[config.mk]
export PLATFORM = sky130hd
export DESIGN_NAME = mux8_rr_arbiter
export DESIGN_NICKNAME = d
export VERILOG_FILES = /design/src/rtl/mux8_rr_arbiter.sv
export SDC_FILE = /design/constraint.sdc
export NUM_CORES = 1
export LEC_CHECK = 0
export CORE_MARGIN = 1.5
export CORE_UTILIZATION = 54
export DETAILED_ROUTE_END_ITERATION = 10
export GPL_TIMING_DRIVEN = 0
export PLACE_DENSITY = 0.81
export SLEW_MARGIN = 10
export SYNTH_ARGS = -nofsm -noshare
export SYNTH_HDL_FRONTEND = slang
export SYNTH_HIERARCHICAL = 1
export SYNTH_SLANG_ARGS = --single-unit
[constraint.sdc]
create_clock -name clk -period 4.8 [get_ports clk]
set_clock_uncertainty 0.15 [all_clocks]
set_input_delay 0.96 -clock clk [delete_from_list [all_inputs] [get_ports clk]]
set_output_delay 0.96 -clock clk [all_outputs]
set_load 0.01 [all_outputs]
[src/rtl/mux8_rr_arbiter.sv]
// ---------------------------------------------------------------------------
// mux8_rr_arbiter
//   Round-robin arbiter and select controller for an 8:1 one-bit mux.
//   One requester owns the shared output at a time. A grant lasts at most
//   MAX_HOLD cycles. Every grant is followed by a single idle bubble.
//
// Parameters
//   MAX_HOLD  maximum consecutive cycles a grant may be held (2..256)
//   CNT_W     hold counter width, 2**CNT_W >= MAX_HOLD
//
// Ports
//   clk        system clock, rising edge
//   rst_n      asynchronous active-low reset
//   req[7:0]   request vector, bit k = requester k
//   rel        current owner finished; ends the grant this cycle
//   data_in    mux data inputs, bit k belongs to requester k
//   gnt        one-hot grant (registered)
//   gnt_valid  any grant active (registered)
//   sel        binary index of the granted requester (registered)
//   y          data_in[sel] while gnt_valid, else 0
//   timeout    one-cycle pulse when a grant is revoked by hold expiry
// ---------------------------------------------------------------------------

// Per-requester output gate. Because gnt is one-hot or zero, OR-ing the
// gated lanes selects data_in[sel] while a grant is active and 0 otherwise.
module mux8_rr_lane (
  input  logic gnt,
  input  logic data,
  output logic y
);
  assign y = gnt & data;
endmodule

module mux8_rr_arbiter #(
  parameter int MAX_HOLD = 16,
  parameter int CNT_W    = 8
) (
  input  logic       clk,
  input  logic       rst_n,
  input  logic [7:0] req,
  input  logic       rel,
  input  logic [7:0] data_in,
  output logic [7:0] gnt,
  output logic       gnt_valid,
  output logic [2:0] sel,
  output logic       y,
  output logic       timeout
);
  localparam int NUM_LANES = 8;

  typedef enum logic {IDLE, GRANT} state_e;

  state_e                 state_q, state_d;
  logic [NUM_LANES-1:0]   gnt_q, gnt_d;
  logic                   gnt_valid_q, gnt_valid_d;
  logic [2:0]             sel_q, sel_d;
  logic                   timeout_q, timeout_d;
  logic [2:0]             ptr_q, ptr_d;
  logic [CNT_W-1:0]       hold_cnt_q, hold_cnt_d;

  logic                   found;
  logic [2:0]             win;
  logic [2:0]             scan_idx;
  logic                   hold_max;
  logic                   end_grant;
  logic                   timeout_hit;
  logic [NUM_LANES-1:0]   lane_y;

  // Winner search: first set request starting at ptr, wrapping mod 8.
  // The 3-bit index addition provides the wrap for free.
  always_comb begin
    found    = 1'b0;
    win      = ptr_q;
    scan_idx = ptr_q;
    for (int i = 0; i < NUM_LANES; i++) begin
      scan_idx = ptr_q + 3'(i);
      if (!found && req[scan_idx]) begin
        found = 1'b1;
        win   = scan_idx;
      end
    end
  end

  // Grant termination causes. timeout only flags pure hold expiry.
  assign hold_max    = (hold_cnt_q == CNT_W'(MAX_HOLD - 1));
  assign end_grant   = rel | ~req[sel_q] | hold_max;
  assign timeout_hit = hold_max & ~rel & req[sel_q];

  // State register plus registered outputs.
  always_ff @(posedge clk or negedge rst_n) begin
    if (!rst_n) begin
      state_q     <= IDLE;
      gnt_q       <= '0;
      gnt_valid_q <= 1'b0;
      sel_q       <= 3'd0;
      timeout_q   <= 1'b0;
      ptr_q       <= 3'd0;
      hold_cnt_q  <= '0;
    end else begin
      state_q     <= state_d;
      gnt_q       <= gnt_d;
      gnt_valid_q <= gnt_valid_d;
      sel_q       <= sel_d;
      timeout_q   <= timeout_d;
      ptr_q       <= ptr_d;
      hold_cnt_q  <= hold_cnt_d;
    end
  end

  // Next-state logic.
  always_comb begin
    state_d = state_q;
    case (state_q)
      IDLE:    if (found)     state_d = GRANT;
      GRANT:   if (end_grant) state_d = IDLE;
      default:                state_d = IDLE;
    endcase
  end

  // Output / datapath-control logic. sel holds its last value while idle.
  always_comb begin
    gnt_d       = gnt_q;
    gnt_valid_d = gnt_valid_q;
    sel_d       = sel_q;
    timeout_d   = 1'b0;
    ptr_d       = ptr_q;
    hold_cnt_d  = hold_cnt_q;
    case (state_q)
      IDLE: begin
        if (found) begin
          gnt_d       = 8'd1 << win;
          sel_d       = win;
          gnt_valid_d = 1'b1;
          hold_cnt_d  = '0;
        end else begin
          gnt_d       = '0;
          gnt_valid_d = 1'b0;
        end
      end
      GRANT: begin
        if (end_grant) begin
          gnt_d       = '0;
          gnt_valid_d = 1'b0;
          ptr_d       = sel_q + 3'd1;
          timeout_d   = timeout_hit;
        end else begin
          hold_cnt_d  = hold_cnt_q + CNT_W'(1);
        end
      end
      default: begin
        gnt_d       = '0;
        gnt_valid_d = 1'b0;
      end
    endcase
  end

  for (genvar k = 0; k < NUM_LANES; k++) begin : g_lane
    mux8_rr_lane u_lane (
      .gnt  (gnt_q[k]),
      .data (data_in[k]),
      .y    (lane_y[k])
    );
  end

  assign gnt       = gnt_q;
  assign gnt_valid = gnt_valid_q;
  assign sel       = sel_q;
  assign timeout   = timeout_q;
  assign y         = |lane_y;

endmodule

==> results.md <==
- Hold Path Class: register to register
- RePlAce Congestion: 0.878
- Most area-hungry cell type in the Yosys netlist: dfrtp_1
- Count of flip-flops with a built-in enable after synthesis: 0
- Post-Syn Instances: 199
- Starting Density: 55.9%
- Number of port buffers: 32
- Io pins: 33
- Cell Rows: 22
- Xor and xnor area share after synthesis: 4.32%
- CTS Buf Count: 3
- Maximum buffer depth of the clock tree: 2
- Via/cell ratio: 6.08
- Mux contribution to synthesized area: 22.4%
- Fin crit share: 84.6%
- Clock Power Share: 6.7%
- Net Sw Frac: 46.5%
- Vias in the first global route: 1,687
- Synth Area in Simple Gates: 20.3%
- Count leader, synth: nand2_1
- Synth Net Count: 222
- Combinational fraction of design power: 75.3%
- Synth top cells by count: 28 x nand2_1, 25 x dfrtp_1, 15 x and2_1
- Cell Area, Synth: 2030 sq um
- Detailed-placement wirelength estimate: 3320 microns
- DRC Markers: 0
- Clock latency on the worst-skew pair: 0.26 ns
- Final Max Slew Viols: 0
- Worst Setup Start Kind: register
- First-pass GRT wire length: 7730 microns
- Top FF cell, synth: dfrtp_1
- Reg power frac: 18.0%
- Main combinational cell family by area after synthesis: multiplexers
- Synth top area cells: dfrtp_1 31%, mux4_2 14%, nand2_1 5.2%
- Htree depth: 1
- Clk slew on worst S/H paths: 0.08 ns
- Max frequency: 0.246 GHz
- Critical path type: register to register
- Hold Slack: 0.334 ns
- Die Y: 64.3 microns
- Via Count: 1,721
- Share of the synthesized area in the top cell type: 30.8%
- N_diodes: 0
- Die W: 64.3 microns
- Crit path max fanout: 10
- Largest net degree at the start of global routing: 26
- Routed wire length: 4320 microns
- Initial antenna violation count: 0
- Worst vdd ir: 412 uV
- Pre-antenna DRT Iters: 4
- RSZ-0062 raised after global routing: false
- Hold_buf cts: 0
- Setup total negative slack: 0 ns
- Global Route Usage Sum: 23.2%
- Setup crit end kind: register
- Post-synthesis compound-gate area fraction: 16.0%
- Nets: 259
- Sw Pwr: 0.845 mW
- Leakage power: 1.01 nW
- Die area: 4140 sq um
- Worst relative slew slack: 50.4%
- Status: finished clean
- MaxCap Viol Count: 0
- Syn avg cell area: 10.2 sq um
- Post-Synth Adder-Cell Area: 2.47%
- Area after DPL: 2410 sq um
- CORE AREA: 3630 sq um
- Layout cells sized above 1: 15.3%
- Post-DRT Antenna Nets: 0
- Fin crit period: 4.06 ns
- Register area share after synthesis: 30.8%
- Final non-filler cell total: 283
- Critical Path AT: 4.12 ns
- Hold Vio Cnt, Final: 0
- Yosys warns: 6
- Internal: 0.971 mW
- Synth async-reset ratio: 100%
- Routed len/inst: 15.3 microns
- Clk root buf: clkbuf_8
- Area grow syn2layout: 20.8%
- Starting DRC count in detailed routing: 81
- Seq cells post-synth: 25
- Post-CTS Setup Bufs: 0
- Gr ovfl total: 0
- Final setup fails: 0
- CTS tree: yes
- Netlist cell types: 50
- Fin util: 67.5%
- Clock sink count: 25
- Tightest Pin Transition: 0.739 ns
- Req. time, crit path: 4.86 ns
- Finished Cell Area: 2450 sq um
- Placed insts: 279
- CTS resizes: 0
- PD cells: 741 nW/um^2
-- worst max-delay path, stage by stage (launching register included) --
cell and delay, ns:
dfrtp_1 0.43, buf_2 0.26, inv_1 0.12, ha_1 0.41, mux4_1 0.57, mux2i_1 0.37, a32oi_1 0.23, nor4b_4 0.40
a221oi_1 0.19, xnor2_1 0.42, nor3b_2 0.29, a22o_1 0.15
-- kinds of logic (layout without fill, tap and decap cells) --
group / count (synthesis) / count (layout)
xor gates and xnor gates: 10 / 10
and+or+nand+nor: 76 / 76
adders and majority gates: 4 / 4
muxes: 26 / 26
AOI/OAI and AO/OA: 43 / 43
DFF: 25 / 25
buffers and inverters: 15 / 51
-- layer usage --
layer / share of wire (%) / GRT usage [%]
met1: 49 / 33.9
met4: 0.93 / 3.99
met2: 46 / 37.1
met3: 4.4 / 3.70
met5: 0 / 0
-- sequential cells by signal (all words and copies together), names as in the netlist --
register / cells
gnt: 8
gnt_valid: 1
hold_cnt_q: 8
ptr_q: 3
sel: 3
state_q: 1
timeout: 1
-- layout by cell type, fill, tap and decap left out, types with 2 or more instances in the layout --
cell type,instances
nand2_1,28
nor3_1,2
o211ai_1,4
o21a_1,2
a32oi_1,3
buf_6,2
dfrtp_1,25
o21ai_0,5
nand3b_1,3
nor2_1,8
nand3_1,3
ha_1,4
mux2_2,6
mux2i_1,4
clkdlybuf4s50_1,31
mux4_2,13
o32a_1,2
a22o_1,6
inv_1,8
clkbuf_1,3
nor4_1,3
and2_1,15
xor2_1,2
o21ai_1,6
nand4_1,2
buf_2,3
nor2b_1,3
a21oi_1,5
clkbuf_8,3
xnor2_1,8
-- path summary, 6_finish.rpt --
check	start	endpoint	slack, ns	depth (start not counted)
hold reg to reg	gnt_valid$_DFFE_PN0P_	gnt_valid$_DFFE_PN0P_	0.33	2
setup reg to reg	ptr_q[1]$_DFFE_PN0P_	gnt[7]$_DFFE_PN0P_	0.74	11
max in group asynchronous	rst_n	state_q$_DFF_PN0_	3.61	1
hold / removal	gnt_valid$_DFFE_PN0P_	gnt_valid$_DFFE_PN0P_	0.33	2
min in group asynchronous	rst_n	gnt_valid$_DFFE_PN0P_	0.52	1
setup / recovery	ptr_q[1]$_DFFE_PN0P_	gnt[7]$_DFFE_PN0P_	0.74	11
-- metrics by stage --
stage	setup WS [ns]	total power, mW
after floorplan	1.33	1.38
after global placement	0.625	1.67
after detailed placement	0.560	1.69
after CTS	0.750	1.82
after global routing	0.414	1.98
final	0.737	1.82
-- layout make-up --
class	instances	area (sq um)
flip-flops and latches	25	626
clock buffers	3	41.3
multi-input cells	159	1330
fillers	296	1180
repair buffers	32	315
inverters	8	30.0
plain buffers	7	43.8
clock inverters	1	5.00
well taps	48	60.1
-- power by group through the flow --
stage               Clock [mW]  Sequential [mW]  Combinational, mW
finish                   0.121            0.327               1.37
global route             0.134            0.336               1.51
CTS                      0.126            0.326               1.37
detailed placement           0            0.328               1.36
global placement             0            0.331               1.34
floorplan                    0            0.328               1.06
Note: power is estimated with default switching activity, not from simulation.
